==> src/rtl/ld_mem_resp_if.sv <==
//------------------------------------------------------------------------------
// Module   : ld_mem_resp_if
// Brief    : Load-port and committed-store bundle between load queue and responder.
// Revision : 1.0 - initial release
//------------------------------------------------------------------------------
`default_nettype none

interface ld_mem_resp_if;
    logic        flsh;
    logic        ld_req;
    logic [15:0] addr;
    logic        ld_grnt;
    logic        fwd_rdy;
    logic        fwd;
    logic [15:0] data_sq;
    logic        done;
    logic [15:0] data_ca;
    logic        st_vld;
    logic [15:0] st_addr;
    logic [15:0] st_data;
    logic        st_full;

    modport master (
        output flsh, ld_req, addr, st_vld, st_addr, st_data,
        input  ld_grnt, fwd_rdy, fwd, data_sq, done, data_ca, st_full
    );

    modport slave (
        input  flsh, ld_req, addr, st_vld, st_addr, st_data,
        output ld_grnt, fwd_rdy, fwd, data_sq, done, data_ca, st_full
    );
endinterface

`default_nettype wire

==> src/rtl/ld_mem_resp.sv <==
//------------------------------------------------------------------------------
// Module   : ld_mem_resp
// Brief    : Load-port responder with store-to-load forwarding from a committed
//            store buffer that drains into a word-addressed data memory.
// Revision : 1.0 - initial release
//------------------------------------------------------------------------------
`default_nettype none

module ld_mem_resp #(
    parameter int SB_DEPTH = 4,
    parameter int MEM_AW   = 8,
    parameter int LAT      = 2
) (
    input  wire logic   clk,
    input  wire logic   rst,
    ld_mem_resp_if.slave bus
);

    localparam int c_IW = $clog2(SB_DEPTH);
    localparam int c_PW = c_IW + 1;
    localparam int c_CW = (LAT > 1) ? $clog2(LAT) : 1;

    localparam logic [2:0] c_IDLE   = 3'd0;
    localparam logic [2:0] c_LOOKUP = 3'd1;
    localparam logic [2:0] c_RESULT = 3'd2;
    localparam logic [2:0] c_ACCESS = 3'd3;
    localparam logic [2:0] c_DONE   = 3'd4;

    logic [2:0]      r_state;
    logic [15:0]     r_addr;
    logic            r_hit;
    logic [15:0]     r_fwd_data;
    logic [15:0]     r_ca_data;
    logic [c_CW-1:0] r_cnt;

    logic [c_PW-1:0] r_head;
    logic [c_PW-1:0] r_tail;
    logic [15:0]     r_sb_addr [SB_DEPTH];
    logic [15:0]     r_sb_data [SB_DEPTH];
    logic [15:0]     r_mem     [2**MEM_AW];

    logic [c_PW-1:0] w_count;
    logic            w_full;
    logic            w_push;
    logic            w_drain;
    logic            w_hit;
    logic [15:0]     w_hit_data;
    logic [c_IW-1:0] w_head_idx;
    logic [c_IW-1:0] w_tail_idx;

    assign w_count    = r_tail - r_head;
    assign w_full     = (w_count == c_PW'(SB_DEPTH));
    assign w_push     = bus.st_vld && !w_full;
    assign w_head_idx = r_head[c_IW-1:0];
    assign w_tail_idx = r_tail[c_IW-1:0];
    // A pending load request always wins the port over a drain.
    assign w_drain    = (r_state == c_IDLE) && (w_count != '0) && !bus.ld_req && !rst;

    // Walk oldest to youngest so the youngest matching entry is the one kept.
    always_comb begin
        w_hit      = 1'b0;
        w_hit_data = '0;
        for (int k = 0; k < SB_DEPTH; k++) begin
            logic [c_IW-1:0] idx;
            idx = w_head_idx + c_IW'(k);
            if ((c_PW'(k) < w_count) && (r_sb_addr[idx] == r_addr)) begin
                w_hit      = 1'b1;
                w_hit_data = r_sb_data[idx];
            end
        end
    end

    always_ff @(posedge clk) begin
        if (rst) begin
            r_state    <= c_IDLE;
            r_addr     <= '0;
            r_hit      <= 1'b0;
            r_fwd_data <= '0;
            r_ca_data  <= '0;
            r_cnt      <= '0;
        end else if (bus.flsh) begin
            r_state <= c_IDLE;
        end else begin
            case (r_state)
                c_IDLE: begin
                    if (bus.ld_req) begin
                        r_addr  <= bus.addr;
                        r_state <= c_LOOKUP;
                    end
                end
                c_LOOKUP: begin
                    r_hit      <= w_hit;
                    r_fwd_data <= w_hit_data;
                    r_state    <= c_RESULT;
                end
                c_RESULT: begin
                    if (r_hit) begin
                        r_ca_data <= r_fwd_data;
                        r_state   <= c_DONE;
                    end else begin
                        r_cnt   <= c_CW'(LAT - 1);
                        r_state <= c_ACCESS;
                    end
                end
                c_ACCESS: begin
                    if (r_cnt == '0) begin
                        r_ca_data <= r_mem[r_addr[MEM_AW-1:0]];
                        r_state   <= c_DONE;
                    end else begin
                        r_cnt <= r_cnt - 1'b1;
                    end
                end
                c_DONE:  r_state <= c_IDLE;
                default: r_state <= c_IDLE;
            endcase
        end
    end

    always_ff @(posedge clk) begin
        if (rst) begin
            r_head <= '0;
            r_tail <= '0;
        end else begin
            if (w_push)  r_tail <= r_tail + 1'b1;
            if (w_drain) r_head <= r_head + 1'b1;
        end
    end

    // Entry storage and data memory carry no reset; pointers define validity.
    always_ff @(posedge clk) begin
        if (w_push) begin
            r_sb_addr[w_tail_idx] <= bus.st_addr;
            r_sb_data[w_tail_idx] <= bus.st_data;
        end
        if (w_drain) begin
            r_mem[r_sb_addr[w_head_idx][MEM_AW-1:0]] <= r_sb_data[w_head_idx];
        end
    end

    assign bus.ld_grnt = (r_state != c_IDLE);
    assign bus.fwd_rdy = (r_state == c_RESULT);
    assign bus.fwd     = r_hit;
    assign bus.data_sq = r_fwd_data;
    assign bus.done    = (r_state == c_DONE);
    assign bus.data_ca = r_ca_data;
    assign bus.st_full = w_full;

endmodule

`default_nettype wire

==> src/flat_wrapper.sv <==
// flat-port wrapper written by rule: the top's interface ports become plain ports
module ld_mem_resp_flat 
#(
    parameter int SB_DEPTH = 4,
    parameter int MEM_AW   = 8,
    parameter int LAT      = 2
)
  (clk, rst, bus_flsh, bus_ld_req, bus_addr, bus_st_vld, bus_st_addr, bus_st_data, bus_ld_grnt, bus_fwd_rdy, bus_fwd, bus_data_sq, bus_done, bus_data_ca, bus_st_full);
  ld_mem_resp_if bus_i ();
  input  wire logic clk;
  input  wire logic rst;
  input wire logic [$bits(bus_i.flsh)-1:0] bus_flsh;
  input wire logic [$bits(bus_i.ld_req)-1:0] bus_ld_req;
  input wire logic [$bits(bus_i.addr)-1:0] bus_addr;
  input wire logic [$bits(bus_i.st_vld)-1:0] bus_st_vld;
  input wire logic [$bits(bus_i.st_addr)-1:0] bus_st_addr;
  input wire logic [$bits(bus_i.st_data)-1:0] bus_st_data;
  output wire logic [$bits(bus_i.ld_grnt)-1:0] bus_ld_grnt;
  output wire logic [$bits(bus_i.fwd_rdy)-1:0] bus_fwd_rdy;
  output wire logic [$bits(bus_i.fwd)-1:0] bus_fwd;
  output wire logic [$bits(bus_i.data_sq)-1:0] bus_data_sq;
  output wire logic [$bits(bus_i.done)-1:0] bus_done;
  output wire logic [$bits(bus_i.data_ca)-1:0] bus_data_ca;
  output wire logic [$bits(bus_i.st_full)-1:0] bus_st_full;
  assign bus_i.flsh = bus_flsh;
  assign bus_i.ld_req = bus_ld_req;
  assign bus_i.addr = bus_addr;
  assign bus_i.st_vld = bus_st_vld;
  assign bus_i.st_addr = bus_st_addr;
  assign bus_i.st_data = bus_st_data;
  assign bus_ld_grnt = bus_i.ld_grnt;
  assign bus_fwd_rdy = bus_i.fwd_rdy;
  assign bus_fwd = bus_i.fwd;
  assign bus_data_sq = bus_i.data_sq;
  assign bus_done = bus_i.done;
  assign bus_data_ca = bus_i.data_ca;
  assign bus_st_full = bus_i.st_full;
  ld_mem_resp #(.SB_DEPTH(SB_DEPTH), .MEM_AW(MEM_AW), .LAT(LAT)) u_core (.clk(clk), .rst(rst), .bus(bus_i));
endmodule
==> config.mk <==
export PLATFORM = sky130hd
export DESIGN_NAME = ld_mem_resp_flat
export DESIGN_NICKNAME = d
export VERILOG_FILES = /design/src/rtl/ld_mem_resp_if.sv /design/src/rtl/ld_mem_resp.sv /design/src/flat_wrapper.sv
export SDC_FILE = /design/constraint.sdc
export NUM_CORES = 2
export LEC_CHECK = 0
export BUFFER_PORTS_ARGS = -buffer_cell sky130_fd_sc_hd__buf_2
export CAP_MARGIN = 15
export CORE_MARGIN = 4
export CORE_UTILIZATION = 40
export CTS_BUF_LIST = sky130_fd_sc_hd__clkbuf_4
export DETAILED_ROUTE_END_ITERATION = 10
export MAX_ROUTING_LAYER = met4
export PLACE_DENSITY = 0.63
export SLEW_MARGIN = 20
export SYNTH_ARGS = -nofsm -noshare
export SYNTH_HDL_FRONTEND = slang
export SYNTH_MEMORY_MAX_BITS = 65536
export SYNTH_SLANG_ARGS = --single-unit
==> constraint.sdc <==
create_clock -name clk -period 5.6 [get_ports clk]
set_clock_uncertainty 0.2 [all_clocks]
set_input_delay 0.84 -clock clk [delete_from_list [all_inputs] [get_ports clk]]
set_output_delay 0.84 -clock clk [all_outputs]
set_load 0.02 [all_outputs]
==> impl_metrics.py <==
metrics = {
    "global_route": {
        "gr-total-overflow": 0,
        "grt_pass1_wl_mm": 667,
        "grt_start_max_net_pins": 145,
        "grtUsageTotal": 0.222,
        "antenna_found_initial": 21,
        "grt_pass1_vias": 92300,
    },
    "worst_setup_path": {
        "crit_fanout": 12,
        "timing.rr.start": "u_core.r_tail[0]$_SDFFE_PP0P_",
        "crit_required_ns": 6.68,
        "arrival_ns": 6.31,
        "reg2regPathDepth": 13,
        "critPathKind": "flip-flop to flip-flop",
        "critPathCaptureType": "flip-flop",
        "r2r-end": "u_core.r_mem[19][3]$_DFFE_PP_",
        "worst-r2r-setup-slack_ns": 0.37,
        "crit_path_start_kind": "flip-flop",
    },
    "route": {
        "wl_per_cell_um": 29.8,
        "wirelength_mm": 468,
        "drt-initial-drc-count": 11700,
        "viasPerCell": 5.81,
        "num_vias": 91100,
        "first_pass_iters": 7,
        "drc": 0,
        "ant_nets": 0,
    },
    "clock_network": {
        "cts_setup_buffers": 0,
        "clk_path_buf_depth": 5,
        "cts_root_buffer": "clkbuf_4",
        "clkSinkCount": 4293,
        "htreeDepth": 7,
        "clkLatencyLatePin_ns": 1.67,
        "cts_buffers": 1147,
        "cts_tree": "yes",
        "clk_pin_slew_ns": 0.07,
        "cts_resized": 0,
    },
    "synthesis": {
        "syn_area_per_cell_um2": 20.8,
        "ys_seq_elements": 4293,
        "synth_area_leaders": "edfxtp_1 (75%), mux4_2 (14%), mux2i_1 (2.2%), nor2_1 (0.98%), dfxtp_1 (0.82%)",
        "synthFlopType": "edfxtp_1",
        "netlist_area_mm2": 0.168,
        "netlist_instances": 8081,
        "synthDistinctLibCells": 79,
        "yosys_warnings": 0,
        "async_flop_share": 0,
        "synthesis.nets": 8141,
        "yosysSeqAreaShare": 0.762,
        "synth_edf_count": 4224,
        "synth_top_area_cell": "edfxtp_1",
        "netlist.area_leader.share": 0.754,
    },
    "sta": {
        "fmax_mhz": 191,
        "setup_viol": 0,
        "drv_slew": 0,
        "period_needed_ns": 5.23,
        "final_hold_viol_count": 0,
        "tns_ns": 0,
        "timing.hold.ws_ns": 0.282,
        "timing.final.crit_share": 0.935,
        "worstMarginPinSlew_ns": 1.19,
        "maxSlewHeadroom": 0.186,
        "rsz0062_at_grt": "false",
    },
    "floorplanning": {
        "rows": 237,
        "pin_count": 90,
        "die_h_um": 657,
        "chipWidth_um": 657,
        "dieArea_mm2": 0.431,
        "core_mm2": 0.418,
        "start_util": 0.403,
    },
    "finish": {
        "final_cell_area_mm2": 0.193,
        "synthToLayoutAreaGrowth_pct": 14.5,
        "mostFrequentLayoutCells": "edfxtp_1 (4224), clkbuf_4 (1588), mux4_2 (994)",
        "layout-drive-gt1-share": 0.334,
        "nets": 9539,
        "utilization": 0.461,
        "final_common_cell": "edfxtp_1",
    },
    "min_path": {
        "hold_path_class": "primary input to flip-flop",
        "hp-start": "bus_flsh",
        "hold_depth": 6,
        "hold_end": "u_core.bus.fwd$_SDFFE_PP0P_",
    },
    "outcome": {
        "status": "finished clean",
    },
    "flow_run": {
        "drv_cap": 0,
    },
    "placement": {
        "dp_hpwl_mm": 283,
        "numPortBuffers": 89,
        "place_congestion": 0.912,
        "place_area_mm2": 0.178,
    },
    "power": {
        "max-vdd-ir-drop_uv": 386,
        "cellPowerDensity_mw_per_mm2": 395,
        "leakagePower_nw": 59.8,
    },
}
cell usage after synthesis (4+ instances only):
cell type / number
a2111oi_0: 18
a211o_1: 14
a211oi_1: 76
a21oi_1: 83
a221o_1: 17
a221oi_1: 45
a22o_1: 45
a22oi_1: 38
a311oi_1: 13
a31oi_1: 47
a32oi_1: 13
and2_1: 38
buf_1: 56
buf_2: 107
buf_4: 58
buf_6: 24
clkbuf_1: 260
dfxtp_1: 69
edfxtp_1: 4224
ha_1: 6
inv_1: 28
mux2_2: 37
mux2i_1: 374
mux4_2: 1010
nand2_1: 295
nand2b_1: 8
nand3_1: 33
nand4_1: 26
nor2_1: 438
nor2b_1: 12
nor3_1: 52
nor3b_1: 4
nor4_1: 18
o211ai_1: 4
o21a_1: 12
o21ai_0: 106
o221ai_1: 112
o22a_1: 15
o22ai_1: 86
o22ai_2: 10
o31ai_1: 17
or3_1: 19
xnor2_1: 47
xor2_1: 22
per-stage QoR:
step / cells / worst slack (ns) / total power [mW]
floorplan: 8081 / 1.28 / 46.1
global placement: 13700 / 0.0178 / 51.0
detailed placement: 13700 / 0.554 / 51.3
CTS: 15600 / 0.479 / 76.7
global route: 15700 / 0.276 / 79.2
finish: 15700 / 0.365 / 76.1
final cells by class:
class,instances,area [um^2]
Inverter,29,113
Tap cell,5497,6880
Fill cell,34800,225000
Clock buffer,1588,11900
Multi-Input combinational cell,3253,37800
Timing Repair Buffer,755,6550
Antenna cell,41,103
Clock inverter,223,1080
Sequential cell,4293,128000
worst max-delay path, stage by stage (launching register included):
cell and delay [ns]:
dfxtp_1 0.42, inv_1 0.11, ha_1 0.22, fa_1 0.39
xnor2_1 0.15, xnor2_1 0.38, or2_2 0.23, nand2_1 0.13
or2_1 0.36, nor3_1 0.58, nand3b_1 0.61, buf_8 0.37
nor2_1 0.40, buf_4 0.31
cells by family (layout without fill, tap and decap cells):
group / count (synthesis) / count (layout) / share of synthesized area
flops: 4293 / 4293 / 0.762
mux: 1422 / 1422 / 0.160
simple gates: 968 / 968 / 0.0249
compound gates: 787 / 787 / 0.0341
buf+inv: 535 / 2595 / 0.0152
xor+xnor: 69 / 69 / 0.00359
fa+ha+maj: 7 / 7 / 0.000565
other cells: 0 / 41 / 0
metal layers:
metal / track usage / part of all wire / vias to the layer above / routed length (um)
met3: 0.0496 / 0.092 / 871 / 42800
li1: - / - / 37300 / -
met1: 0.284 / 0.38 / 47500 / 179000
met4: 0.0937 / 0.039 / 0 / 18300
met5: - / 0 / - / 0
met2: 0.343 / 0.49 / 5348 / 228000
state kept, by name, summed over array words and instances (netlist names), named ones only:
signal,flops
u_core.bus.data_ca,16
u_core.r_tail,3
u_core.r_state,3
u_core.bus.fwd,1
u_core.r_addr,16
u_core.r_cnt,1
u_core.r_sb_addr,64
u_core.r_sb_data,64
u_core.r_mem,4096
u_core.bus.data_sq,16
u_core.r_head,3
worst max-delay path by stage:
stage	start	endpoint	slack, ns	depth (start not counted)
floorplan	flip-flop	u_core.r_mem[0][10]$_DFFE_PP_	1.28	4
global placement	flip-flop	u_core.bus.data_ca[8]$_SDFFE_PP0P_	0.02	9
detailed placement	u_core.r_tail[0]$_SDFFE_PP0P_	u_core.r_mem[115][0]$_DFFE_PP_	0.55	14
CTS	u_core.r_tail[0]$_SDFFE_PP0P_	u_core.r_mem[235][0]$_DFFE_PP_	0.48	13
global route	u_core.r_tail[0]$_SDFFE_PP0P_	u_core.r_mem[19][3]$_DFFE_PP_	0.28	13
finish	u_core.r_tail[0]$_SDFFE_PP0P_	u_core.r_mem[19][3]$_DFFE_PP_	0.37	13
where the power goes:
| part | leakage [nW] | switching [mW] | internal (mW) | total (mW) |
|---|---|---|---|---|
| combinational | 13.4 | 8.22 | 2.43 | 10.6 |
| clock | 7.86 | 12.2 | 13.3 | 25.5 |
| sequential | 38.5 | 0.208 | 39.7 | 39.9 |
timing repair:
action	in CTS	in global routing
endpoints found under the hold margin	238	0
hold buffers	129	0
setup endpoints to repair	0	0
No activity file was read; power rests on OpenSTA's default activity.
